$ cat config.mk
export PLATFORM = sky130hd
export DESIGN_NAME = macc_lane_accum
export DESIGN_NICKNAME = d
export VERILOG_FILES = /design/src/rtl/macc_pkg.sv /design/src/rtl/macc_valid_pipe.sv /design/src/rtl/macc_lane_accum.sv
export SDC_FILE = /design/constraint.sdc
export NUM_CORES = 1
export LEC_CHECK = 0
export ABC_AREA = 1
export CAP_MARGIN = 30
export CORE_MARGIN = 4
export CORE_UTILIZATION = 40
export DETAILED_ROUTE_END_ITERATION = 8
export PLACE_DENSITY_LB_ADDON = 0.2
export SLEW_MARGIN = 20
export SYNTH_ARGS = -nofsm -noshare
export SYNTH_HDL_FRONTEND = slang
export SYNTH_SLANG_ARGS = --single-unit
export TNS_END_PERCENT = 100
$ cat constraint.sdc
create_clock -name clk -period 2 [get_ports clk]
set_input_delay 0.3 -clock clk [delete_from_list [all_inputs] [get_ports clk]]
set_output_delay 0.3 -clock clk [all_outputs]
set_load 0.03 [all_outputs]
$ cat src/rtl/macc_pkg.sv
// Shared types and helpers for the dual-lane MAC accumulator: lane widths,
// accumulator FSM states and the clamping add used when saturation is built in.
package macc_pkg;

  typedef enum logic [1:0] {
    ACCUM = 2'd0,
    DRAIN = 2'd1,
    HOLD  = 2'd2
  } acc_state_t;

  function automatic int j_w(input int width);
    return 24 + width;
  endfunction

  function automatic int k_w(input int width);
    return 24 - width;
  endfunction

  // Operands live in the low w bits of a and b (w <= 64). The sum is clamped to
  // [-2^(w-1), 2^(w-1)-1] when signed, or [0, 2^(w-1)-1] when unsigned.
  function automatic logic [63:0] sat_add(input logic [63:0] a,
                                          input logic [63:0] b,
                                          input int          w,
                                          input logic        is_signed);
    logic signed [64:0] sa;
    logic signed [64:0] sb;
    logic signed [64:0] s;
    logic signed [64:0] hi;
    logic signed [64:0] lo;
    int                 sh;
    sh = 64 - w;
    hi = (65'sd1 <<< (w - 1)) - 65'sd1;
    if (is_signed) begin
      sa = 65'($signed(a << sh) >>> sh);
      sb = 65'($signed(b << sh) >>> sh);
      lo = -(65'sd1 <<< (w - 1));
    end else begin
      sa = $signed({1'b0, (a << sh) >> sh});
      sb = $signed({1'b0, (b << sh) >> sh});
      lo = '0;
    end
    s = sa + sb;
    if (s > hi) begin
      s = hi;
    end else if (s < lo) begin
      s = lo;
    end
    return s[63:0];
  endfunction

endpackage

$ cat src/rtl/macc_valid_pipe.sv
// LAT-deep {valid, last} shift register aligning issue flags with the
// multiplier's product outputs. Synchronous active-high reset.
module macc_valid_pipe #(
  parameter int LAT = 4
) (
  input  logic clk,
  input  logic reset,
  input  logic in_valid_i,
  input  logic in_last_i,
  output logic out_valid_o,
  output logic out_last_o
);

  logic [LAT-1:0] valid_q;
  logic [LAT-1:0] last_q;

  always_ff @(posedge clk) begin
    if (reset) begin
      valid_q <= '0;
      last_q  <= '0;
    end else begin
      valid_q[0] <= in_valid_i;
      last_q[0]  <= in_last_i;
      for (int i = 1; i < LAT; i++) begin
        valid_q[i] <= valid_q[i-1];
        last_q[i]  <= last_q[i-1];
      end
    end
  end

  assign out_valid_o = valid_q[LAT-1];
  assign out_last_o  = last_q[LAT-1];

endmodule

$ cat src/rtl/macc_lane_accum.sv
// Dual-lane dot-product accumulator behind the packed int8 multiplier.
// Define MACC_ACC_SAT_EN to make the lane adds saturate instead of wrap.
module macc_lane_accum
  import macc_pkg::*;
#(
  parameter int WIDTH     = 8,
  parameter int SIGN      = 1,
  parameter int MACC_LAT  = 4,
  parameter int ACC_WIDTH = 32,
  parameter int CNT_WIDTH = 10,
  localparam int J_W      = j_w(WIDTH),
  localparam int K_W      = k_w(WIDTH)
) (
  input  logic                 clk,
  input  logic                 reset,
  input  logic                 issue_valid,
  input  logic                 issue_last,
  output logic                 issue_ready,
  input  logic [J_W-1:0]       ji,
  input  logic [K_W-1:0]       ki,
  output logic [ACC_WIDTH-1:0] sum_j,
  output logic [ACC_WIDTH-1:0] sum_k,
  output logic [CNT_WIDTH-1:0] n_terms,
  output logic                 out_valid,
  input  logic                 out_ready,
  output logic [1:0]           dbg_state
);

  // Handshakes: an issue happens when issue_valid && issue_ready; a result
  // leaves when out_valid && out_ready, and all outputs hold until then.

  acc_state_t state_q, state_d;

  logic                 issue;
  logic                 term_v;
  logic                 term_l;
  logic [ACC_WIDTH-1:0] ext_j;
  logic [ACC_WIDTH-1:0] ext_k;
  logic [ACC_WIDTH-1:0] add_j;
  logic [ACC_WIDTH-1:0] add_k;
  logic [ACC_WIDTH-1:0] acc_j_q, acc_j_d;
  logic [ACC_WIDTH-1:0] acc_k_q, acc_k_d;
  logic [ACC_WIDTH-1:0] sum_j_q, sum_j_d;
  logic [ACC_WIDTH-1:0] sum_k_q, sum_k_d;
  logic [CNT_WIDTH-1:0] cnt_q, cnt_d;
  logic [CNT_WIDTH-1:0] n_terms_q, n_terms_d;

  assign issue = issue_valid && issue_ready;

  macc_valid_pipe #(
    .LAT (MACC_LAT)
  ) u_valid_pipe (
    .clk         (clk),
    .reset       (reset),
    .in_valid_i  (issue),
    .in_last_i   (issue && issue_last),
    .out_valid_o (term_v),
    .out_last_o  (term_l)
  );

  if (SIGN == 1) begin : g_sext
    assign ext_j = ACC_WIDTH'($signed(ji));
    assign ext_k = ACC_WIDTH'($signed(ki));
  end else begin : g_zext
    assign ext_j = ACC_WIDTH'(ji);
    assign ext_k = ACC_WIDTH'(ki);
  end

`ifdef MACC_ACC_SAT_EN
  assign add_j = ACC_WIDTH'(sat_add(64'(acc_j_q), 64'(ext_j), ACC_WIDTH, SIGN == 1));
  assign add_k = ACC_WIDTH'(sat_add(64'(acc_k_q), 64'(ext_k), ACC_WIDTH, SIGN == 1));
`else
  assign add_j = acc_j_q + ext_j;
  assign add_k = acc_k_q + ext_k;
`endif

  always_comb begin
    state_d     = state_q;
    issue_ready = 1'b0;
    out_valid   = 1'b0;
    case (state_q)
      ACCUM: begin
        issue_ready = 1'b1;
        if (issue_valid && issue_last) state_d = DRAIN;
      end
      DRAIN: begin
        if (term_v && term_l) state_d = HOLD;
      end
      HOLD: begin
        out_valid = 1'b1;
        if (out_ready) state_d = ACCUM;
      end
      default: state_d = ACCUM;
    endcase
  end

  // Terms arriving after the last one are impossible: issue stalls until HOLD ends.
  always_comb begin
    acc_j_d   = acc_j_q;
    acc_k_d   = acc_k_q;
    cnt_d     = cnt_q;
    sum_j_d   = sum_j_q;
    sum_k_d   = sum_k_q;
    n_terms_d = n_terms_q;
    if (term_v) begin
      if (term_l) begin
        sum_j_d   = add_j;
        sum_k_d   = add_k;
        n_terms_d = cnt_q + CNT_WIDTH'(1);
        acc_j_d   = '0;
        acc_k_d   = '0;
        cnt_d     = '0;
      end else begin
        acc_j_d = add_j;
        acc_k_d = add_k;
        cnt_d   = cnt_q + CNT_WIDTH'(1);
      end
    end
  end

  always_ff @(posedge clk) begin
    if (reset) begin
      state_q   <= ACCUM;
      acc_j_q   <= '0;
      acc_k_q   <= '0;
      cnt_q     <= '0;
      sum_j_q   <= '0;
      sum_k_q   <= '0;
      n_terms_q <= '0;
    end else begin
      state_q   <= state_d;
      acc_j_q   <= acc_j_d;
      acc_k_q   <= acc_k_d;
      cnt_q     <= cnt_d;
      sum_j_q   <= sum_j_d;
      sum_k_q   <= sum_k_d;
      n_terms_q <= n_terms_d;
    end
  end

  assign sum_j     = sum_j_q;
  assign sum_k     = sum_k_q;
  assign n_terms   = n_terms_q;
  assign dbg_state = state_q;

endmodule

* Word-level counts from Yosys, hierarchy flattened
Index checks and enable logic that the tools add are counted.
** Operators by class
- $add $sub $neg :: 3
- Equal/unequal tests :: 5
- Multiplexer cells :: 9
- Reduce and logical (&&, ||, !) cells :: 7
** Operators with widths (number)
- 32-bit adder :: 2
- 32-bit 2-to-1 mux :: 2
- 10-bit by 1-bit adder with 10-bit output, second input constant :: 1
- 10-bit 2-to-1 mux :: 1
- 2-bit 2-to-1 mux :: 3
- 2-bit inequality test, second input constant :: 3
- 2-bit one-hot mux with 3 select lines :: 1
- 1-bit logical AND :: 4
- 3-bit AND reduction :: 1
- 2-bit by 1-bit == test with 1-bit output, second input constant :: 1
- 2-bit == test, second input constant :: 1
- 2-bit logical NOT :: 1
- 1-bit 2-to-1 mux :: 2
- 2-bit AND reduction :: 1
** Word-level totals
- Bits in registers :: 158
- Output and inout bits :: 78
- Word-level logic and storage cells :: 33

* Logic depth before layout (Yosys ltp)
Gate-level depths: netlist of run 1.
- Depth after elaboration :: 4
- Mapped depth :: 15
- Mapped depth without buffers :: 15

* By module
From an unflattened synthesis of run 1, not the netlist that was laid out.
** Second synthesis, totals
- Cell total of the unflattened synthesis :: 1782
- Area total of the unflattened synthesis :: 10686.5 um2
** By module, submodules not included
- macc_lane_accum :: times used 1, cells an instance 1757, area an instance 10455.0 um2
- macc_valid_pipe :: times used 1, cells an instance 25, area an instance 231.5 um2

* Worst setup path after synthesis of run 1
Ideal clock, no wire load.
- Path kind :: input-to-reg
- Start :: in ki[0]
- End :: reg sum_k_q[20] (netlist: sum_k[20])
- Arrival :: 1.739 ns
- Path slack :: 0.146 ns
- Cell stages on the path :: 12
- Buffers on the path :: 0
- Cells stage by stage :: ha_1 fa_1 nand3_1 nand3_1 nand3_1 nand3b_1 nand2_1 nand2_1 nand2_1 nand2_1 o21ai_0 inv_1
** Between the ends
- Word-level cells in the longest chain between the ends :: 1
** Ends and longest elaborated chain
- start, declared :: line macc_lane_accum.sv:20 : input logic [K_W-1:0] ki,
- 32-bit adder :: line macc_lane_accum.sv:74 : assign add_k = acc_k_q + ext_k;
- end signal, assigned :: line macc_lane_accum.sv:136 : sum_k_q <= sum_k_d;
- end, declared :: line macc_lane_accum.sv:44 : logic [ACC_WIDTH-1:0] sum_k_q, sum_k_d;
No other way between the ends.
A chain may end at the register's enable or synchronous reset.

* Worst setup path after layout of run 1
- Start :: in ki[9]
- End :: reg sum_k_q[23] (netlist: sum_k[23])
Same word-level chain as after synthesis.

==> impl_metrics.yaml, run 1 <==
placement:
  gp_congestion: 0.951
  place_inst: 2319
  io_buffers: 130
  hpwl_microns: 23600
pwr:
  p_clk_frac: 0.445
  total_power_uw: 7590
  leakage_uw: 0.00751
  switching_share: 0.298
  power_switching_uw: 2260
  p_per_area_nw_per_um2: 527
  power_frac_comb: 0.135
  p_int_uw: 5330
  ir_drop_uv: 396
  seqPwrFrac: 0.420
global_routing:
  grt_pass1_wl_microns: 50700
  overflow: 0
  grt_max_degree: 73
  antenna_found_initial: 0
  grtUsageTotal: 0.214
  grt_pass1_vias: 10400
yosys:
  synth-seq-area-share: 0.300
  yosys.area.top_type: "dfxtp_1"
  syn_inst: 1780
  synth_top_area_share: 0.300
  async_flop_share: 0
  synth.area.top_cells: "dfxtp_1 30%, nand2_1 23%, inv_1 11%"
  ys.flop_type: "dfxtp_1"
  yosysWarningCount: 0
  syn_avg_cell_area_sq_um: 5.92
  yosys_register_bits: 158
  synth-edff-count: 0
  ys_top_cells_by_count: "643 x nand2_1, 306 x inv_1, 216 x nor2_1, 158 x dfxtp_1, 116 x a21oi_1"
  syn_nets: 1898
  synth.most_common_cell: "nand2_1"
  ys_types: 29
  synth_area_sq_um: 10500
timing:
  clock_skew_ns: 0.0140
  timing.fmax_ghz: 0.519
  fin_crit_ns: 1.93
  tightest_slew_ns: 0.842
  slew_headroom: 0.438
  setup_viol: 0
  rsz0062_at_grt: "yes"
  finalHoldWorstSlack_ns: 0.204
  slew_viol_final: 0
  timing.final.hold_violations: 0
  fin_crit_sh: 0.963
finish:
  drive_gt1_frac: 0.149
  diodes: 0
  syn2layout_area_growth_pct: 36.7
  final_cells: 2355
  nets: 2125
clock_network:
  clk_path_buf_depth: 2
  cts_buffers: 17
  clk_latency_ns: 0.44
  h-tree-depth: 4
  holdBufCountCts: 0
  cts_sinks: 158
  cts_tree: "done"
  cts_root_buf: "clkbuf_16"
  clkTransAtPathRegs_ns: 0.08
critical_path:
  path_max_fanout: 4
  start_kind: "input port"
  crit_path_end_kind: "flip-flop"
  cp.required_ns: 2.33
  cp.arrival_ns: 2.26
  crit_type: "input port to flip-flop"
floorplanning:
  initial_core_util: 0.405
  die_w_microns: 170
  core_area_sq_um: 26000
  ioPinCount: 131
  die_h_microns: 170
  design.die.area_sq_um: 29000
  row_count: 59
hold_path:
  hold_class: "input port to flip-flop"
run_status:
  status: "completed"
run:
  maxCapViolations: 0
routing:
  route.detailed.drc: 0
  postRouteAntennaNets: 0
  vias_per_cell: 4.65
  post_drt_wl_per_cell_microns: 13.6
  first_pass_iters: 5
  vias: 11000
  wirelength_microns: 31900
  drt_iter0_markers: 601
## power by group through the flow
stage | Sequential (uW) | Clock, uW | Combinational [uW]
floorplan | 3260 | 0 | 487
global placement | 3260 | 0 | 914
detailed placement | 3260 | 0 | 916
CTS | 3180 | 3460 | 928
global route | 3190 | 3580 | 1130
finish | 3190 | 3380 | 1030
## cell families after synthesis
kind of cell | share of synthesized area
buf+inv | 0.128
xor+xnor | 0.0299
flops | 0.300
fa+ha+maj | 0.0786
simple gates | 0.372
compound gates | 0.0910
## layer usage
layer	wire length (microns)	vias up	global-route usage
met5	0	-	0
met4	393	0	0.0462
met3	1140	23	0.0307
met2	15600	181	0.370
met1	14800	4894	0.284
li1	-	5857	-
## metrics by stage
stage,setup TNS [ns],util,setup slack (ns),area [sq um]
after floorplan,0,-,0.146,10500
after global placement,-34.00,0.501,-0.466,13000
after detailed placement,-36.20,0.501,-0.488,13000
after CTS,-0.00202,0.526,-0.00202,13700
after global routing,-0.262,0.554,-0.0364,14400
final,0,0.554,0.0739,14400
## layout by cell type, fill, tap and decap left out, types with 4 or more instances in the layout
master | Yosys | layout
ha_1 | 63 | 36
or2_2 | 4 | 4
inv_1 | 306 | 304
dfxtp_1 | 158 | 151
clkinv_8 | 0 | 7
nor2_1 | 216 | 196
o21ai_0 | 54 | 49
a21oi_1 | 116 | 102
nor2_2 | 2 | 19
o21ai_1 | 0 | 5
nand2_1 | 643 | 607
and2_1 | 6 | 6
a21oi_2 | 0 | 14
nand2_2 | 8 | 41
dlymetal6s2s_1 | 0 | 11
dfxtp_2 | 0 | 7
nand3_1 | 77 | 68
buf_12 | 0 | 4
ha_4 | 0 | 27
nor3_1 | 11 | 9
a21o_1 | 8 | 8
inv_8 | 0 | 4
nand3b_1 | 12 | 12
clkdlybuf4s50_1 | 0 | 118
nand3_2 | 3 | 11
clkbuf_16 | 0 | 18
xor2_1 | 33 | 29
buf_4 | 0 | 118
## critical path: stages
cell	delay, ns
clkdlybuf4s50_1	0.54
ha_4	0.24
nand2_2	0.12
inv_1	0.05
nand2_1	0.06
nand2_1	0.08
buf_4	0.14
a21oi_1	0.14
nand2_2	0.11
nand2_1	0.14
nand3_1	0.11
nand2_1	0.10
nand2_1	0.05
nand2_1	0.06
inv_1	0.03
## flip-flops by register name, summed over array words and instances, names as in the netlist
register              cells
dbg_state                 2
sum_k                    32
u_valid_pipe.last_q       4
acc_j_q                  32
acc_k_q                  32
n_terms                  10
u_valid_pipe.valid_q      4
sum_j                    32
cnt_q                    10
## path summary, 6_finish.rpt
path | end | depth (start not counted) | startpoint | slack (ns)
setup / recovery | sum_k[23]$_SDFFE_PP0P_ | 15 | ki[9] | 0.07
hold / removal | u_valid_pipe.last_q[1]$_SDFF_PP0_ | 2 | reset | 0.20
setup reg to reg | acc_k_q[12]$_SDFFE_PP0P_ | 10 | acc_k_q[0]$_SDFFE_PP0P_ | 0.08
hold reg to reg | u_valid_pipe.valid_q[2]$_SDFF_PP0_ | 2 | u_valid_pipe.valid_q[1]$_SDFF_PP0_ | 0.40
## cell type report
class,instances,area [sq um]
clock buffers,17,425
repair buffers,255,2340
clock inverters,15,193
well taps,335,419
multi-input cells,1268,6690
inverters,307,1150
fillers,2564,11600
flip-flops and latches,158,3170
## repair_timing
| action | 4_1_cts | 5_1_grt |
|---|---|---|
| setup buffers | 0 | 3 |
| resized for setup | 7 | 145 |
| gates cloned | 0 | 1 |
| endpoints found under the setup margin | 7 | 88 |
| pin swaps | 1 | 31 |
Note: power is estimated with default switching activity, not from simulation.
==> inputs of run 2 (changes only) <==
--- a/config.mk
+++ b/config.mk
@@ -11,7 +11,7 @@
 export CORE_UTILIZATION = 40
 export DETAILED_ROUTE_END_ITERATION = 8
 export PLACE_DENSITY_LB_ADDON = 0.2
-export SLEW_MARGIN = 20
+export SLEW_MARGIN = 0
 export SYNTH_ARGS = -nofsm -noshare
 export SYNTH_HDL_FRONTEND = slang
 export SYNTH_SLANG_ARGS = --single-unit
==> results of run 2 <==
Final layout, timing and power as in run 1 (identical DEF).
